--- config.mk ---
export PLATFORM = sky130hd
export DESIGN_NAME = int_hit_reduce
export DESIGN_NICKNAME = d
export VERILOG_FILES = /design/src/rtl/int_hit_reduce_pkg.sv /design/src/rtl/int_reduce_fifo.sv /design/src/rtl/int_hit_reduce.sv
export SDC_FILE = /design/constraint.sdc
export NUM_CORES = 2
export LEC_CHECK = 0
export ABC_AREA = 1
export BUFFER_PORTS_ARGS = -buffer_cell sky130_fd_sc_hd__buf_2
export CORE_ASPECT_RATIO = 0.9
export CORE_MARGIN = 5
export CORE_UTILIZATION = 47
export DETAILED_ROUTE_END_ITERATION = 6
export HOLD_SLACK_MARGIN = 0.05
export PLACE_DENSITY_LB_ADDON = 0.3
export SLEW_MARGIN = 20
export SYNTH_ARGS = -nofsm -noshare
export SYNTH_HDL_FRONTEND = slang
export SYNTH_SLANG_ARGS = --single-unit
--- constraint.sdc ---
create_clock -name clk -period 7.7 [get_ports clk]
set_input_delay 1.155 -clock clk [delete_from_list [all_inputs] [get_ports clk]]
set_output_delay 1.155 -clock clk [all_outputs]
set_load 0.02 [all_outputs]
--- src/rtl/int_hit_reduce_pkg.sv ---
// Shared ray-tracer types and constants.
// Holds the intersection-reduction bundles and their default sizes.
package int_hit_reduce_pkg;

  typedef logic [31:0] float_t;
  typedef logic [63:0] bari_uv_t;

  localparam int INT_REDUCE_NRAY       = 16;
  localparam int INT_REDUCE_FIFO_DEPTH = 4;

  typedef struct packed {
    logic        hit;
    float_t      t_int;
    bari_uv_t    uv;
    logic [15:0] triID;
    float_t      t_max;
    logic        last;
  } int_reduce_in_t;

  typedef struct packed {
    logic        hit;
    float_t      t_int;
    bari_uv_t    uv;
    logic [15:0] triID;
  } int_reduce_out_t;

  // Positive floats order the same as their magnitude bits.
  function automatic logic f_lt(input logic [30:0] a,
                                input logic [30:0] b);
    return a < b;
  endfunction

endpackage

--- src/rtl/int_reduce_fifo.sv ---
// Synchronous FIFO with registered occupancy count.
// Full/empty come from the count, so a same-cycle pop never frees a slot early.
module int_reduce_fifo #(
  parameter int W     = 8,
  parameter int DEPTH = 4
) (
  input  logic         clk,
  input  logic         rst,
  input  logic         push_i,
  input  logic [W-1:0] din_i,
  input  logic         pop_i,
  output logic [W-1:0] dout_o,
  output logic         full_o,
  output logic         empty_o
);

  localparam int AW = (DEPTH > 1) ? $clog2(DEPTH) : 1;
  localparam int CW = $clog2(DEPTH + 1);

  logic [W-1:0]  mem_q [DEPTH];
  logic [AW-1:0] wr_q, wr_d;
  logic [AW-1:0] rd_q, rd_d;
  logic [CW-1:0] cnt_q, cnt_d;
  logic          do_push, do_pop;

  assign full_o  = (cnt_q == CW'(DEPTH));
  assign empty_o = (cnt_q == '0);
  assign do_push = push_i && !full_o;
  assign do_pop  = pop_i && !empty_o;
  assign dout_o  = mem_q[rd_q];

  always_comb begin
    wr_d  = wr_q;
    rd_d  = rd_q;
    cnt_d = cnt_q;
    if (do_push)
      wr_d = (wr_q == AW'(DEPTH - 1)) ? '0 : wr_q + 1'b1;
    if (do_pop)
      rd_d = (rd_q == AW'(DEPTH - 1)) ? '0 : rd_q + 1'b1;
    if (do_push && !do_pop)
      cnt_d = cnt_q + 1'b1;
    else if (do_pop && !do_push)
      cnt_d = cnt_q - 1'b1;
  end

  always_ff @(posedge clk) begin
    if (rst) begin
      wr_q  <= '0;
      rd_q  <= '0;
      cnt_q <= '0;
      for (int i = 0; i < DEPTH; i++)
        mem_q[i] <= '0;
    end else begin
      wr_q  <= wr_d;
      rd_q  <= rd_d;
      cnt_q <= cnt_d;
      if (do_push)
        mem_q[wr_q] <= din_i;
    end
  end

endmodule

--- src/rtl/int_hit_reduce.sv ---
// Per-ray closest-hit reduction; emits one result per leaf on in_last.
// Optional counters: define INT_REDUCE_STATS_EN to add stat_tests/stat_hits.
module int_hit_reduce
  import int_hit_reduce_pkg::*;
#(
  parameter int NRAY       = INT_REDUCE_NRAY,
  parameter int FIFO_DEPTH = INT_REDUCE_FIFO_DEPTH
) (
  input  logic                    clk,
  input  logic                    rst,
  input  logic                    in_valid,
  output logic                    in_ready,
  input  logic [$clog2(NRAY)-1:0] in_rayID,
  input  logic                    in_hit,
  input  logic [31:0]             in_t_int,
  input  logic [63:0]             in_uv,
  input  logic [15:0]             in_triID,
  input  logic [31:0]             in_t_max,
  input  logic                    in_last,
  output logic                    out_valid,
  input  logic                    out_ready,
  output logic [$clog2(NRAY)-1:0] out_rayID,
  output logic                    out_hit,
  output logic [31:0]             out_t_int,
  output logic [63:0]             out_uv,
  output logic [15:0]             out_triID
`ifdef INT_REDUCE_STATS_EN
  ,
  output logic [31:0]             stat_tests,
  output logic [31:0]             stat_hits
`endif
);

  localparam int RID_W = $clog2(NRAY);
  localparam int OW    = RID_W + $bits(int_reduce_out_t);

  int_reduce_in_t  inp;
  int_reduce_out_t res_d;
  logic            acc, qual, push, pop;
  logic            full, empty;
  logic [OW-1:0]   head, out_w;
  logic            unused_sign;

  logic        found_q [NRAY];
  float_t      best_t_q [NRAY];
  bari_uv_t    best_uv_q [NRAY];
  logic [15:0] best_tri_q [NRAY];

  assign inp = {in_hit, in_t_int, in_uv, in_triID, in_t_max, in_last};
  assign unused_sign = inp.t_max[31];

  assign acc  = in_valid && in_ready;
  assign qual = acc && inp.hit
             && (inp.t_int[30:23] != 8'hFF)
             && f_lt(inp.t_int[30:0], inp.t_max[30:0])
             && (!found_q[in_rayID]
                 || f_lt(inp.t_int[30:0], best_t_q[in_rayID][30:0]));

  // Merge the same-cycle input so in_last reports the final best.
  always_comb begin
    res_d = '0;
    if (qual)
      res_d = {1'b1, inp.t_int, inp.uv, inp.triID};
    else if (found_q[in_rayID])
      res_d = {1'b1, best_t_q[in_rayID],
               best_uv_q[in_rayID], best_tri_q[in_rayID]};
  end

  always_ff @(posedge clk) begin
    if (rst) begin
      for (int i = 0; i < NRAY; i++) begin
        found_q[i]    <= 1'b0;
        best_t_q[i]   <= '0;
        best_uv_q[i]  <= '0;
        best_tri_q[i] <= '0;
      end
    end else if (acc) begin
      if (inp.last) begin
        found_q[in_rayID] <= 1'b0;
      end else if (qual) begin
        found_q[in_rayID]    <= 1'b1;
        best_t_q[in_rayID]   <= inp.t_int;
        best_uv_q[in_rayID]  <= inp.uv;
        best_tri_q[in_rayID] <= inp.triID;
      end
    end
  end

  assign push = acc && inp.last;
  assign pop  = out_valid && out_ready;

  int_reduce_fifo #(
    .W     (OW),
    .DEPTH (FIFO_DEPTH)
  ) u_fifo (
    .clk     (clk),
    .rst     (rst),
    .push_i  (push),
    .din_i   ({in_rayID, res_d}),
    .pop_i   (pop),
    .dout_o  (head),
    .full_o  (full),
    .empty_o (empty)
  );

  assign in_ready  = !full;
  assign out_valid = !empty;
  assign out_w     = out_valid ? head : '0;
  assign {out_rayID, out_hit, out_t_int, out_uv, out_triID} = out_w;

`ifdef INT_REDUCE_STATS_EN
  logic [31:0] tests_q, hits_q;

  always_ff @(posedge clk) begin
    if (rst) begin
      tests_q <= '0;
      hits_q  <= '0;
    end else begin
      if (acc && tests_q != '1)
        tests_q <= tests_q + 1'b1;
      if (qual && hits_q != '1)
        hits_q <= hits_q + 1'b1;
    end
  end

  assign stat_tests = tests_q;
  assign stat_hits  = hits_q;
`endif

endmodule
==> metrics <==
result of the run=complete, but fails checks; violations in the final reports=design-rule violations; area growth from synthesis to layout=10.8%; detailed-route vias per instance=approximately 6.2; routability congestion estimate from global placement=around 0.83; Fillers=approximately 18000; Gate Count Post-Synth=a little over 9000; Detail Route Antenna Nets=0; aggregate routed wire length=325000 microns; worst min-delay path category=reg -> reg; via total after detailed routing=around 75000; Die H=approximately 450 microns; Post-synth EDFFs=around 2300; post-synthesis net count=between 9000 and 10000; Worst Path Arrival=6.64 ns; CTS tree=yes; Fin. Hold Viols=0; start-to-end type of the worst setup path=in -> reg; Post-synth ARST share=0%; final worst path period share=slightly below 80%; count of input and output buffers=~270; Total Routing Usage GR=between 20% and 30%; total standard cell area after synthesis=roughly 100000 sq um; clk slew on worst S/H paths=0.06 ns; switching power=around 0.0082 W; Yosys Warn Count=0; DR WL/cell=between 20 and 30 microns; flip-flop and latch count after synthesis=~2300; CTS Hold Buffers Added=0; kind of launch point of the worst setup path=input pin; top_reg_cell synth=sky130_fd_sc_hd__edfxtp_1; Gate power share=~15%; Setup Viol. Count Final=0; Switching Fraction=about 28%; Root Buffer Master=sky130_fd_sc_hd__clkbuf_16; DR pass1 iterations=7; peak supply drop=~0.00026 V; number of buffers on the longest clock path=3; initial core utilization=between 40% and 50%; top-level I/O count=around 270; share of the yosys chip area belonging to registers=about two thirds; Sequential Power Share=roughly half; residual overflow from global routing=0; number of antenna violations at the first check in global routing=10; total power density per cell area=262 nW/um^2; Setup crit end kind=flip-flop; clock network fraction of design power=a little over a third; max_slew headroom=20.6%; worst hold stages=2; number of buffers created by CTS=about 220; Skew-Pair Late Insertion Delay=0.88 ns; Max FO, Critical Path=59; depth of the worst register-to-register path=16; area of the core=between 200000 and 250000 sq um; post_cts resized=0; number of nets in the layout=approximately 9200; MaxCap Viol Count=0; die area=about 230000 sq um; synthesized area per cell=approximately 11 sq um; Post-Route Skew=0.0405 ns; DR DRC count=1; # rows=161; overall power of the completed layout=~0.029 W; required time at the worst-slack endpoint=approximately 8.3 ns; internal portion of total power=between 0.02 and 0.025 W; post-CTS repair timing setup buffer count=0; H-tree lvl count=4; first-pass GRT wire length=approximately 480000 microns; transition time at the pin with the least slew margin=approximately 1.2 ns; final-report max-slew violation count=0; fraction of layout instances using a drive strength above 1=11.4%; Die Wd=about 500 microns; standby leakage power=slightly above 40 nW; clock tree sinks=~2300; most common cell after layout, fill and taps aside=sky130_fd_sc_hd__nor2_1; via count of the first global-routing pass=just over 70000; Max Clk Rate=roughly 160 MHz; setup repair after global routing missed its margin=false; final worst path period need=about 6 ns; Sum Neg Setup Slack=0 ns; drt initial violations=around 11000; count of distinct cell types in the synthesized netlist=38; pin count of the biggest net entering global routing=roughly 190; most used cells in the layout excluding fill and tap cells=2514 x sky130_fd_sc_hd__nor2_1, 2276 x sky130_fd_sc_hd__edfxtp_1, 1133 x sky130_fd_sc_hd__nand3_1; estimated wirelength of the detail-placed design=about 160000 microns
-- cells in the mapped netlist (4+ instances only) --
cell,n,area share (%)
sky130_fd_sc_hd__nor2_1,2517,9.3
sky130_fd_sc_hd__edfxtp_1,2276,67
sky130_fd_sc_hd__nand3_1,1140,5.6
sky130_fd_sc_hd__clkbuf_1,561,2.1
sky130_fd_sc_hd__a22oi_1,448,3.3
sky130_fd_sc_hd__a31oi_1,445,2.7
sky130_fd_sc_hd__inv_1,271,1.0
sky130_fd_sc_hd__nand2_1,250,0.92
sky130_fd_sc_hd__o21ai_0,244,1.2
sky130_fd_sc_hd__buf_2,173,0.85
sky130_fd_sc_hd__a21oi_1,147,0.72
sky130_fd_sc_hd__nor2_2,141,0.87
sky130_fd_sc_hd__clkinv_1,113,0.42
sky130_fd_sc_hd__or2_2,104,0.64
sky130_fd_sc_hd__o31a_1,81,0.70
sky130_fd_sc_hd__ha_1,63,0.78
sky130_fd_sc_hd__buf_1,61,0.23
sky130_fd_sc_hd__buf_6,42,0.47
sky130_fd_sc_hd__nor4_1,33,0.20
sky130_fd_sc_hd__dfxtp_1,9,0.18
sky130_fd_sc_hd__nand3_4,9,0.16
sky130_fd_sc_hd__a211oi_1,7,0.052
sky130_fd_sc_hd__buf_4,7,0.052
sky130_fd_sc_hd__nand4_1,7,0.043
sky130_fd_sc_hd__inv_2,5,0.018
sky130_fd_sc_hd__nor3_1,5,0.025
sky130_fd_sc_hd__o221ai_1,4,0.034
-- flip-flops by register name (all words and copies together), names as in the netlist, named ones only --
register / cells
best_t_q: 512
u_fifo.wr_q: 2
best_tri_q: 256
u_fifo.cnt_q: 3
u_fifo.rd_q: 2
best_uv_q: 1024
found_q: 16
u_fifo.mem_q: 468
-- power groups by stage --
stage | combinational [W] | clock, W | sequential, W
CTS | 0.00430 | 0.0108 | 0.0144
finish | 0.00434 | 0.0108 | 0.0144
detailed placement | 0.00429 | 0 | 0.0146
global placement | 0.00425 | 0 | 0.0146
global route | 0.00465 | 0.0113 | 0.0144
floorplan | 0.00264 | 0 | 0.0145
-- routing by layer --
metal | track usage [%] | part of all wire, % | vias up
li1 | - | - | 32270
met4 | 10.5 | 3.9 | 8
met1 | 38.0 | 37 | 36439
met5 | 0.427 | 0.052 | -
met2 | 44.6 | 46 | 5097
met3 | 6.44 | 13 | 800
-- path summary, 6_finish.rpt --
path / start / end / slack (ns)
worst max-delay path: in_rayID[1] / best_t_q[3][29] / 1.61
worst min-delay path: u_fifo.cnt_q[2] / u_fifo.cnt_q[2] / 0.51
worst max register to register: best_t_q[12][25] / best_t_q[3][29] / 2.78
worst min register to register: u_fifo.cnt_q[2] / u_fifo.cnt_q[2] / 0.51
-- cells by family (layout without fill, tap and decap cells) --
kind of cell | after synthesis | count (layout) | synth area share (%)
AND/OR/NAND/NOR | 4209 | 4209 | 17.8
buffers and inverters | 1235 | 1251 | 5.13
AO/OA/AOI/OAI | 1383 | 1383 | 8.82
other | 0 | 5 | 0
adder cells (fa/ha/maj) | 64 | 64 | 0.796
flip-flops | 2285 | 2285 | 67.5
-- area by class of cell --
type / instances / area [sq um] / share of cell area (%)
inverters: 390 / 1500 / 1.33
multi-input cells: 5656 / 28200 / 25.0
repair buffers: 445 / 3690 / 3.28
clock inverters: 132 / 1160 / 1.03
diodes: 5 / 12.5 / 0.0111
flip-flops and latches: 2285 / 68500 / 60.9
clock buffers: 284 / 5920 / 5.26
well taps: 2852 / 3570 / 3.17
-- stage by stage --
stage / instances / utilization [%] / hold WS (ns) / area (sq um) / setup WS (ns)
2_1_floorplan: 9176 / - / 0.452 / 102000 / 0.456
3_3_place_gp: 11625 / 49.1 / 0.485 / 105000 / 0.849
3_5_place_dp: 11626 / 49.1 / 0.489 / 105000 / 0.913
4_1_cts: 12042 / 52.4 / 0.502 / 112000 / 1.83
5_1_grt: 12045 / 52.5 / 0.531 / 113000 / 1.47
6_report: 12049 / 52.5 / 0.509 / 113000 / 1.61
-- critical path: stages --
cell	delay, ns
sky130_fd_sc_hd__buf_8	0.34
sky130_fd_sc_hd__nor2_4	0.27
sky130_fd_sc_hd__buf_16	0.24
sky130_fd_sc_hd__buf_4	0.30
sky130_fd_sc_hd__a22oi_1	0.23
sky130_fd_sc_hd__a31oi_1	0.12
sky130_fd_sc_hd__nor4_1	0.85
sky130_fd_sc_hd__ha_1	0.38
sky130_fd_sc_hd__nand2_1	0.09
sky130_fd_sc_hd__nor2_1	0.05
sky130_fd_sc_hd__a211oi_1	0.17
sky130_fd_sc_hd__o221ai_1	0.23
sky130_fd_sc_hd__a21oi_1	0.17
sky130_fd_sc_hd__nand2_1	0.18
sky130_fd_sc_hd__nand2_8	0.13
sky130_fd_sc_hd__nand2_8	0.08
sky130_fd_sc_hd__inv_4	0.36
sky130_fd_sc_hd__nand3_4	0.16
sky130_fd_sc_hd__nand2_4	0.67
sky130_fd_sc_hd__buf_4	0.36
No activity file was read; power rests on OpenSTA's default activity.
